### src/rtl/wshb_if.sv
// rtl/wshb_if.sv - Wishbone B4 bus bundle shared by the frame reader and its memory slave
//
// Signals: cyc stb we adr sel cti bte dat_ms (master -> slave),
//          dat_sm ack err rty (slave -> master).
// Modports: master (drives the request side), slave (drives the response side).
`timescale 1ns/1ps
interface wshb_if;
    logic        cyc;
    logic        stb;
    logic        we;
    logic [31:0] adr;
    logic [3:0]  sel;
    logic [2:0]  cti;
    logic [1:0]  bte;
    logic [31:0] dat_ms;
    logic [31:0] dat_sm;
    logic        ack;
    logic        err;
    logic        rty;

    modport master (
        output cyc, stb, we, adr, sel, cti, bte, dat_ms,
        input  dat_sm, ack, err, rty
    );

    modport slave (
        input  cyc, stb, we, adr, sel, cti, bte, dat_ms,
        output dat_sm, ack, err, rty
    );
endinterface

### src/rtl/wb_frame_reader.sv
// rtl/wb_frame_reader.sv - Wishbone burst reader looping over a frame buffer into a show-ahead FIFO
//
// Ports:
//   clk        in   clock, all logic on posedge
//   rst        in   asynchronous active-high reset
//   enable     in   allow new bursts to start
//   wb_m       wshb_if.master  incrementing-burst read master (err/rty ignored)
//   out_data   out  FIFO head word (0 while empty)
//   out_sof    out  head word is frame word 0
//   out_valid  out  FIFO not empty
//   out_ready  in   consumer takes the head when out_valid & out_ready
`timescale 1ns/1ps
module wb_frame_reader #(
    parameter logic [31:0] BASE_ADR   = 32'h0,
    parameter int unsigned NB_WORDS   = 2048,
    parameter int unsigned BURST_LEN  = 8,
    parameter int unsigned FIFO_DEPTH = 16
) (
    input  logic         clk,
    input  logic         rst,
    input  logic         enable,
    wshb_if.master       wb_m,
    output logic [31:0]  out_data,
    output logic         out_sof,
    output logic         out_valid,
    input  logic         out_ready
);

    localparam int unsigned IW = (NB_WORDS > 1) ? $clog2(NB_WORDS) : 1;
    localparam int unsigned BW = (BURST_LEN > 1) ? $clog2(BURST_LEN) : 1;
    localparam int unsigned AW = (FIFO_DEPTH > 1) ? $clog2(FIFO_DEPTH) : 1;
    localparam int unsigned CW = $clog2(FIFO_DEPTH) + 1;

    typedef enum logic {
        IDLE,
        BURST
    } state_t;

    state_t          state;
    logic [IW-1:0]   word_idx;
    logic [BW-1:0]   beat;

    logic [32:0]     fifo_mem [FIFO_DEPTH];
    logic [AW-1:0]   wr_ptr;
    logic [AW-1:0]   rd_ptr;
    logic [CW-1:0]   fifo_count;
    logic [32:0]     head;

    logic            push;
    logic            pop;
    logic            last_beat;
    logic            can_start;
    logic [IW-1:0]   next_idx;
    logic [31:0]     next_adr;

    // Read-only master: the write-side fields never change.
    assign wb_m.we     = 1'b0;
    assign wb_m.sel    = 4'b1111;
    assign wb_m.bte    = 2'b00;
    assign wb_m.dat_ms = 32'h0;

    assign push      = (state == BURST) && wb_m.cyc && wb_m.stb && wb_m.ack;
    assign pop       = out_valid && out_ready;
    assign last_beat = (beat == BW'(BURST_LEN - 1));

    // Reserve room for a whole burst before starting it, so an in-flight
    // burst can always land without checking for a full FIFO.
    assign can_start = (fifo_count <= CW'(FIFO_DEPTH - BURST_LEN));

    assign next_idx  = (word_idx == IW'(NB_WORDS - 1)) ? '0 : word_idx + IW'(1);
    assign next_adr  = BASE_ADR + (32'(next_idx) << 2);

    always_ff @(posedge clk or posedge rst) begin
        if (rst) begin
            state    <= IDLE;
            wb_m.cyc <= 1'b0;
            wb_m.stb <= 1'b0;
            wb_m.cti <= 3'b000;
            wb_m.adr <= BASE_ADR;
            word_idx <= '0;
            beat     <= '0;
        end else begin
            case (state)
                IDLE: begin
                    if (enable && can_start) begin
                        state    <= BURST;
                        beat     <= '0;
                        wb_m.cyc <= 1'b1;
                        wb_m.stb <= 1'b1;
                        wb_m.cti <= (BURST_LEN == 1) ? 3'b111 : 3'b010;
                    end
                end
                BURST: begin
                    // Without ack the request fields hold, which covers wait states.
                    if (wb_m.ack) begin
                        word_idx <= next_idx;
                        wb_m.adr <= next_adr;
                        beat     <= beat + BW'(1);
                        if (last_beat) begin
                            state    <= IDLE;
                            wb_m.cyc <= 1'b0;
                            wb_m.stb <= 1'b0;
                            wb_m.cti <= 3'b000;
                        end else begin
                            // Look one beat ahead: the upcoming beat is the last one.
                            wb_m.cti <= (beat == BW'(BURST_LEN - 2)) ? 3'b111 : 3'b010;
                        end
                    end
                end
                default: begin
                    state    <= IDLE;
                    wb_m.cyc <= 1'b0;
                    wb_m.stb <= 1'b0;
                    wb_m.cti <= 3'b000;
                end
            endcase
        end
    end

    // Storage array carries no reset; emptiness is tracked by fifo_count.
    always_ff @(posedge clk) begin
        if (push) begin
            fifo_mem[wr_ptr] <= {(word_idx == '0), wb_m.dat_sm};
        end
    end

    always_ff @(posedge clk or posedge rst) begin
        if (rst) begin
            wr_ptr     <= '0;
            rd_ptr     <= '0;
            fifo_count <= '0;
        end else begin
            if (push) begin
                wr_ptr <= wr_ptr + AW'(1);
            end
            if (pop) begin
                rd_ptr <= rd_ptr + AW'(1);
            end
            case ({push, pop})
                2'b10:   fifo_count <= fifo_count + CW'(1);
                2'b01:   fifo_count <= fifo_count - CW'(1);
                default: fifo_count <= fifo_count;
            endcase
        end
    end

    // Head is gated by valid so stale array contents never leak out after reset.
    assign head      = fifo_mem[rd_ptr];
    assign out_valid = (fifo_count != '0);
    assign out_data  = out_valid ? head[31:0] : 32'h0;
    assign out_sof   = out_valid && head[32];

endmodule

### src/flat_wrapper.sv
// flat-port wrapper written by rule: the top's interface ports become plain ports
module wb_frame_reader_flat 
#(
    parameter logic [31:0] BASE_ADR   = 32'h0,
    parameter int unsigned NB_WORDS   = 2048,
    parameter int unsigned BURST_LEN  = 8,
    parameter int unsigned FIFO_DEPTH = 16
)
  (clk, rst, enable, out_data, out_sof, out_valid, out_ready, wb_m_cyc, wb_m_stb, wb_m_we, wb_m_adr, wb_m_sel, wb_m_cti, wb_m_bte, wb_m_dat_ms, wb_m_dat_sm, wb_m_ack, wb_m_err, wb_m_rty);
  wshb_if wb_m_i ();
  input  logic clk;
  input  logic rst;
  input  logic enable;
  output logic [31:0] out_data;
  output logic out_sof;
  output logic out_valid;
  input  logic out_ready;
  output wire logic [$bits(wb_m_i.cyc)-1:0] wb_m_cyc;
  output wire logic [$bits(wb_m_i.stb)-1:0] wb_m_stb;
  output wire logic [$bits(wb_m_i.we)-1:0] wb_m_we;
  output wire logic [$bits(wb_m_i.adr)-1:0] wb_m_adr;
  output wire logic [$bits(wb_m_i.sel)-1:0] wb_m_sel;
  output wire logic [$bits(wb_m_i.cti)-1:0] wb_m_cti;
  output wire logic [$bits(wb_m_i.bte)-1:0] wb_m_bte;
  output wire logic [$bits(wb_m_i.dat_ms)-1:0] wb_m_dat_ms;
  input wire logic [$bits(wb_m_i.dat_sm)-1:0] wb_m_dat_sm;
  input wire logic [$bits(wb_m_i.ack)-1:0] wb_m_ack;
  input wire logic [$bits(wb_m_i.err)-1:0] wb_m_err;
  input wire logic [$bits(wb_m_i.rty)-1:0] wb_m_rty;
  assign wb_m_cyc = wb_m_i.cyc;
  assign wb_m_stb = wb_m_i.stb;
  assign wb_m_we = wb_m_i.we;
  assign wb_m_adr = wb_m_i.adr;
  assign wb_m_sel = wb_m_i.sel;
  assign wb_m_cti = wb_m_i.cti;
  assign wb_m_bte = wb_m_i.bte;
  assign wb_m_dat_ms = wb_m_i.dat_ms;
  assign wb_m_i.dat_sm = wb_m_dat_sm;
  assign wb_m_i.ack = wb_m_ack;
  assign wb_m_i.err = wb_m_err;
  assign wb_m_i.rty = wb_m_rty;
  wb_frame_reader #(.BASE_ADR(BASE_ADR), .NB_WORDS(NB_WORDS), .BURST_LEN(BURST_LEN), .FIFO_DEPTH(FIFO_DEPTH)) u_core (.clk(clk), .rst(rst), .enable(enable), .wb_m(wb_m_i), .out_data(out_data), .out_sof(out_sof), .out_valid(out_valid), .out_ready(out_ready));
endmodule
### config.mk
export PLATFORM = sky130hd
export DESIGN_NAME = wb_frame_reader_flat
export DESIGN_NICKNAME = d
export VERILOG_FILES = /design/src/rtl/wshb_if.sv /design/src/rtl/wb_frame_reader.sv /design/src/flat_wrapper.sv
export SDC_FILE = /design/constraint.sdc
export NUM_CORES = 1
export LEC_CHECK = 0
export ABC_AREA = 1
export BUFFER_PORTS_ARGS = -buffer_cell sky130_fd_sc_hd__buf_2
export CORE_ASPECT_RATIO = 0.6
export CORE_UTILIZATION = 45
export CTS_BUF_LIST = sky130_fd_sc_hd__clkbuf_8
export CTS_CLUSTER_DIAMETER = 40
export DETAILED_ROUTE_END_ITERATION = 16
export PLACE_DENSITY = 0.66
export SLEW_MARGIN = 20
export SYNTH_ARGS = -nofsm -noshare
export SYNTH_HDL_FRONTEND = slang
export SYNTH_SLANG_ARGS = --single-unit
export TNS_END_PERCENT = 10
### constraint.sdc
create_clock -name clk -period 3.8 [get_ports clk]
set_clock_uncertainty 0.2 [all_clocks]
set_input_delay 0.76 -clock clk [delete_from_list [all_inputs] [get_ports clk]]
set_output_delay 0.76 -clock clk [all_outputs]
set_load 0.01 [all_outputs]
==> results_dict.tcl <==
set metrics [dict create \
    dieWidth_um 297 \
    vdd_drop_max_mv 0.583 \
    hold_violations 0 \
    firstDrtPassIters 5 \
    multi_input_area_um2 5880 \
    drive_gt1_share_pct 12.3 \
    postRouteAntennaNets 0 \
    gp_congestion 0.820 \
    die_area_um2 53300 \
    pwr-share-seq_pct 39.5 \
    layout_commonest_cell "nand2_1" \
    arrival_ns 2.69 \
    area_delta_synth_final_pct 11.3 \
    grt_pass1_wl_um 86400 \
    cts_tree "built" \
    synth_cell_type_count 28 \
    cts-root-buf "clkbuf_8" \
    clk_pin_slew_ns 0.07 \
    start_kind "flop" \
    clock_path_buffers 3 \
    grt_max_degree 110 \
    layout_common_cells "715 x nand2_1, 528 x edfxtp_1, 416 x nand3_1" \
    regArea_um2 16600 \
    period_share_pct 96.0 \
    cts_sinks 559 \
    drv_cap 0 \
    fin_area_um2 26200 \
    swShare_pct 38.9 \
    wl_um 57000 \
    worst_skew_pair.late_latency_ns 0.66 \
    finish.utilization_pct 51.1 \
    grt_setup_unrepaired "no" \
    syn_area_um2 23600 \
    maxSlewViolCount 0 \
    cp_max_fo 109 \
    setup_viol 0 \
    relSlewSlack_pct 43.1 \
    initial_core_util_pct 45.9 \
    wire_per_inst_um 19.7 \
    fin_crit_ns 3.65 \
    grt_pass1_vias 14400 \
    totalPowerFinal_w 0.0195 \
    status "completed" \
    numCtsBuffers 84 \
    ioPinCount 149 \
    power.leakage_nw 9.99 \
    yosysSeqAreaShare_pct 70.6 \
    grtUsageTotal_pct 21.6 \
    num_vias 15100 \
    ys_warn_count 0 \
    max_freq_mhz 274 \
    placed_cell_area_um2 24600 \
    nets 2193 \
    ys_ff_latch 559 \
    cts_max_level 3 \
    end_kind "primary output" \
    p_clk_share_pct 23.8 \
    portBuffers 86 \
    crit_type "reg -> out" \
    cp.required_ns 2.84 \
    core_area_um2 51300 \
    hp-class "in -> reg" \
    fill_cells 4410 \
    syn-mean-instance-area_um2 11.6 \
    die_h_um 179 \
    antenna_found_initial 3 \
    internal_power_w 0.0119 \
    vias_per_cell 5.22 \
    worst_slew_pin_slew_ns 0.853 \
    tns_ns 0 \
    comb_power_share_pct 36.7 \
    drt_iter0_drc 1551 \
    power_per_cell_area_nw_per_um2 743 \
    rows 64 \
    switching_power_w 0.00756 \
    drc 0 \
    synth_cells 2035 \
    gr-total-overflow 0 \
    detailed_place_hpwl_um 28900 \
]
-- synth_stat cells --
cell type	n	area share, %
nand2_1	715	11
edfxtp_1	528	67
nand3_1	416	8.8
buf_4	96	3.1
inv_1	36	0.57
nor2_1	36	0.57
buf_2	35	0.74
a21oi_1	33	0.70
dfrtp_1	31	3.3
buf_6	20	0.96
clkbuf_1	19	0.30
ha_1	13	0.69
o21ai_0	13	0.28
xor2_1	13	0.48
nand4_1	7	0.19
buf_1	6	0.096
nor3_1	5	0.11
conb_1	2	0.032
xnor2_1	2	0.074
buf_12	1	0.085
buf_8	1	0.064
clkinv_1	1	0.016
clkinv_4	1	0.037
inv_2	1	0.016
nand2_2	1	0.027
nand3b_1	1	0.032
nor2_2	1	0.027
nor4_1	1	0.027
-- power groups by stage --
stage / Clock (W) / Sequential, W / Combinational (W)
2_1_floorplan: 0 / 0.00771 / 0.00505
3_3_place_gp: 0 / 0.00778 / 0.00703
3_5_place_dp: 0 / 0.00780 / 0.00715
4_1_cts: 0.00473 / 0.00768 / 0.00719
5_1_grt: 0.00501 / 0.00774 / 0.00796
6_report: 0.00464 / 0.00769 / 0.00714
-- kinds of logic (layout without fill, tap and decap cells) --
kind of cell | Yosys count | count (layout) | share of synthesized area (%)
flip-flops | 559 | 559 | 70.6
buffers and inverters | 217 | 329 | 5.95
XOR/XNOR | 15 | 15 | 0.558
AND/OR/NAND/NOR | 1183 | 1183 | 21.2
AO/OA/AOI/OAI | 46 | 46 | 0.977
adder cells (fa/ha/maj) | 13 | 13 | 0.690
other | 2 | 61 | 0.0319
-- path summary, 6_finish.rpt --
check                                          start                    to  slack (ns)  depth (start not counted)
worst max-delay path                u_core.rd_ptr[0]           out_data[3]        0.15                          8
worst min-delay path                        wb_m_ack          u_core.state        0.16                          4
worst max register to register  u_core.fifo_count[1]  u_core.fifo_count[4]        1.12                         16
worst min register to register    u_core.wb_m.cti[1]    u_core.wb_m.cti[1]        0.30                          2
max in group asynchronous                        rst    u_core.word_idx[6]        2.24                          4
min in group asynchronous                        rst      u_core.rd_ptr[0]        0.49                          3
-- flip-flops by register name, indices dropped and copies added, names as in the netlist, 2 cells and up --
signal             cells
u_core.fifo_mem      528
u_core.word_idx       11
u_core.fifo_count      5
u_core.rd_ptr          4
u_core.wr_ptr          4
u_core.beat            3
u_core.wb_m.cti        2
-- stage by stage --
step	worst slack (ns)	instances	hold WS, ns
floorplan	-0.369	2093	0.289
global placement	0.626	2747	0.283
detailed placement	0.629	2747	0.291
CTS	0.0366	2898	0.120
global route	0.00352	2898	0.140
finish	0.150	2899	0.160
-- timing repair --
item / in CTS / in global routing
gates cloned: 0 / 0
setup buffers: 0 / 0
setup endpoints to repair: 10 / 12
endpoints found under the hold margin: 13 / 0
hold buffers: 1 / 0
gates resized for setup: 2 / 3
-- routing by layer --
metal / vias to the layer above / GRT usage [%] / wire (µm)
li1: 7153 / - / -
met1: 7272 / 30.8 / 25100
met2: 599 / 34.0 / 26300
met3: 91 / 4.14 / 4540
met4: 4 / 5.50 / 1020
met5: - / 0 / 25
-- final cells by class --
class	instances	area share, %
repair buffers	140	4.18
inverters	39	0.668
well taps	693	3.31
flip-flops and latches	559	63.5
clock buffers	85	4.46
diodes	1	0.00954
multi-input cells	1317	22.4
clock inverters	65	1.48
-- worst max-delay path, cell delays in order (launching register included) --
cell and delay (ns):
dfrtp_4 0.57, buf_16 0.38, nand2_1 0.09, nand3_1 0.10, nand3_1 0.08, nand2_1 0.09
nand2_1 0.05, a21oi_1 0.33, buf_2 0.21
Power figures use the tool's default switching activity.
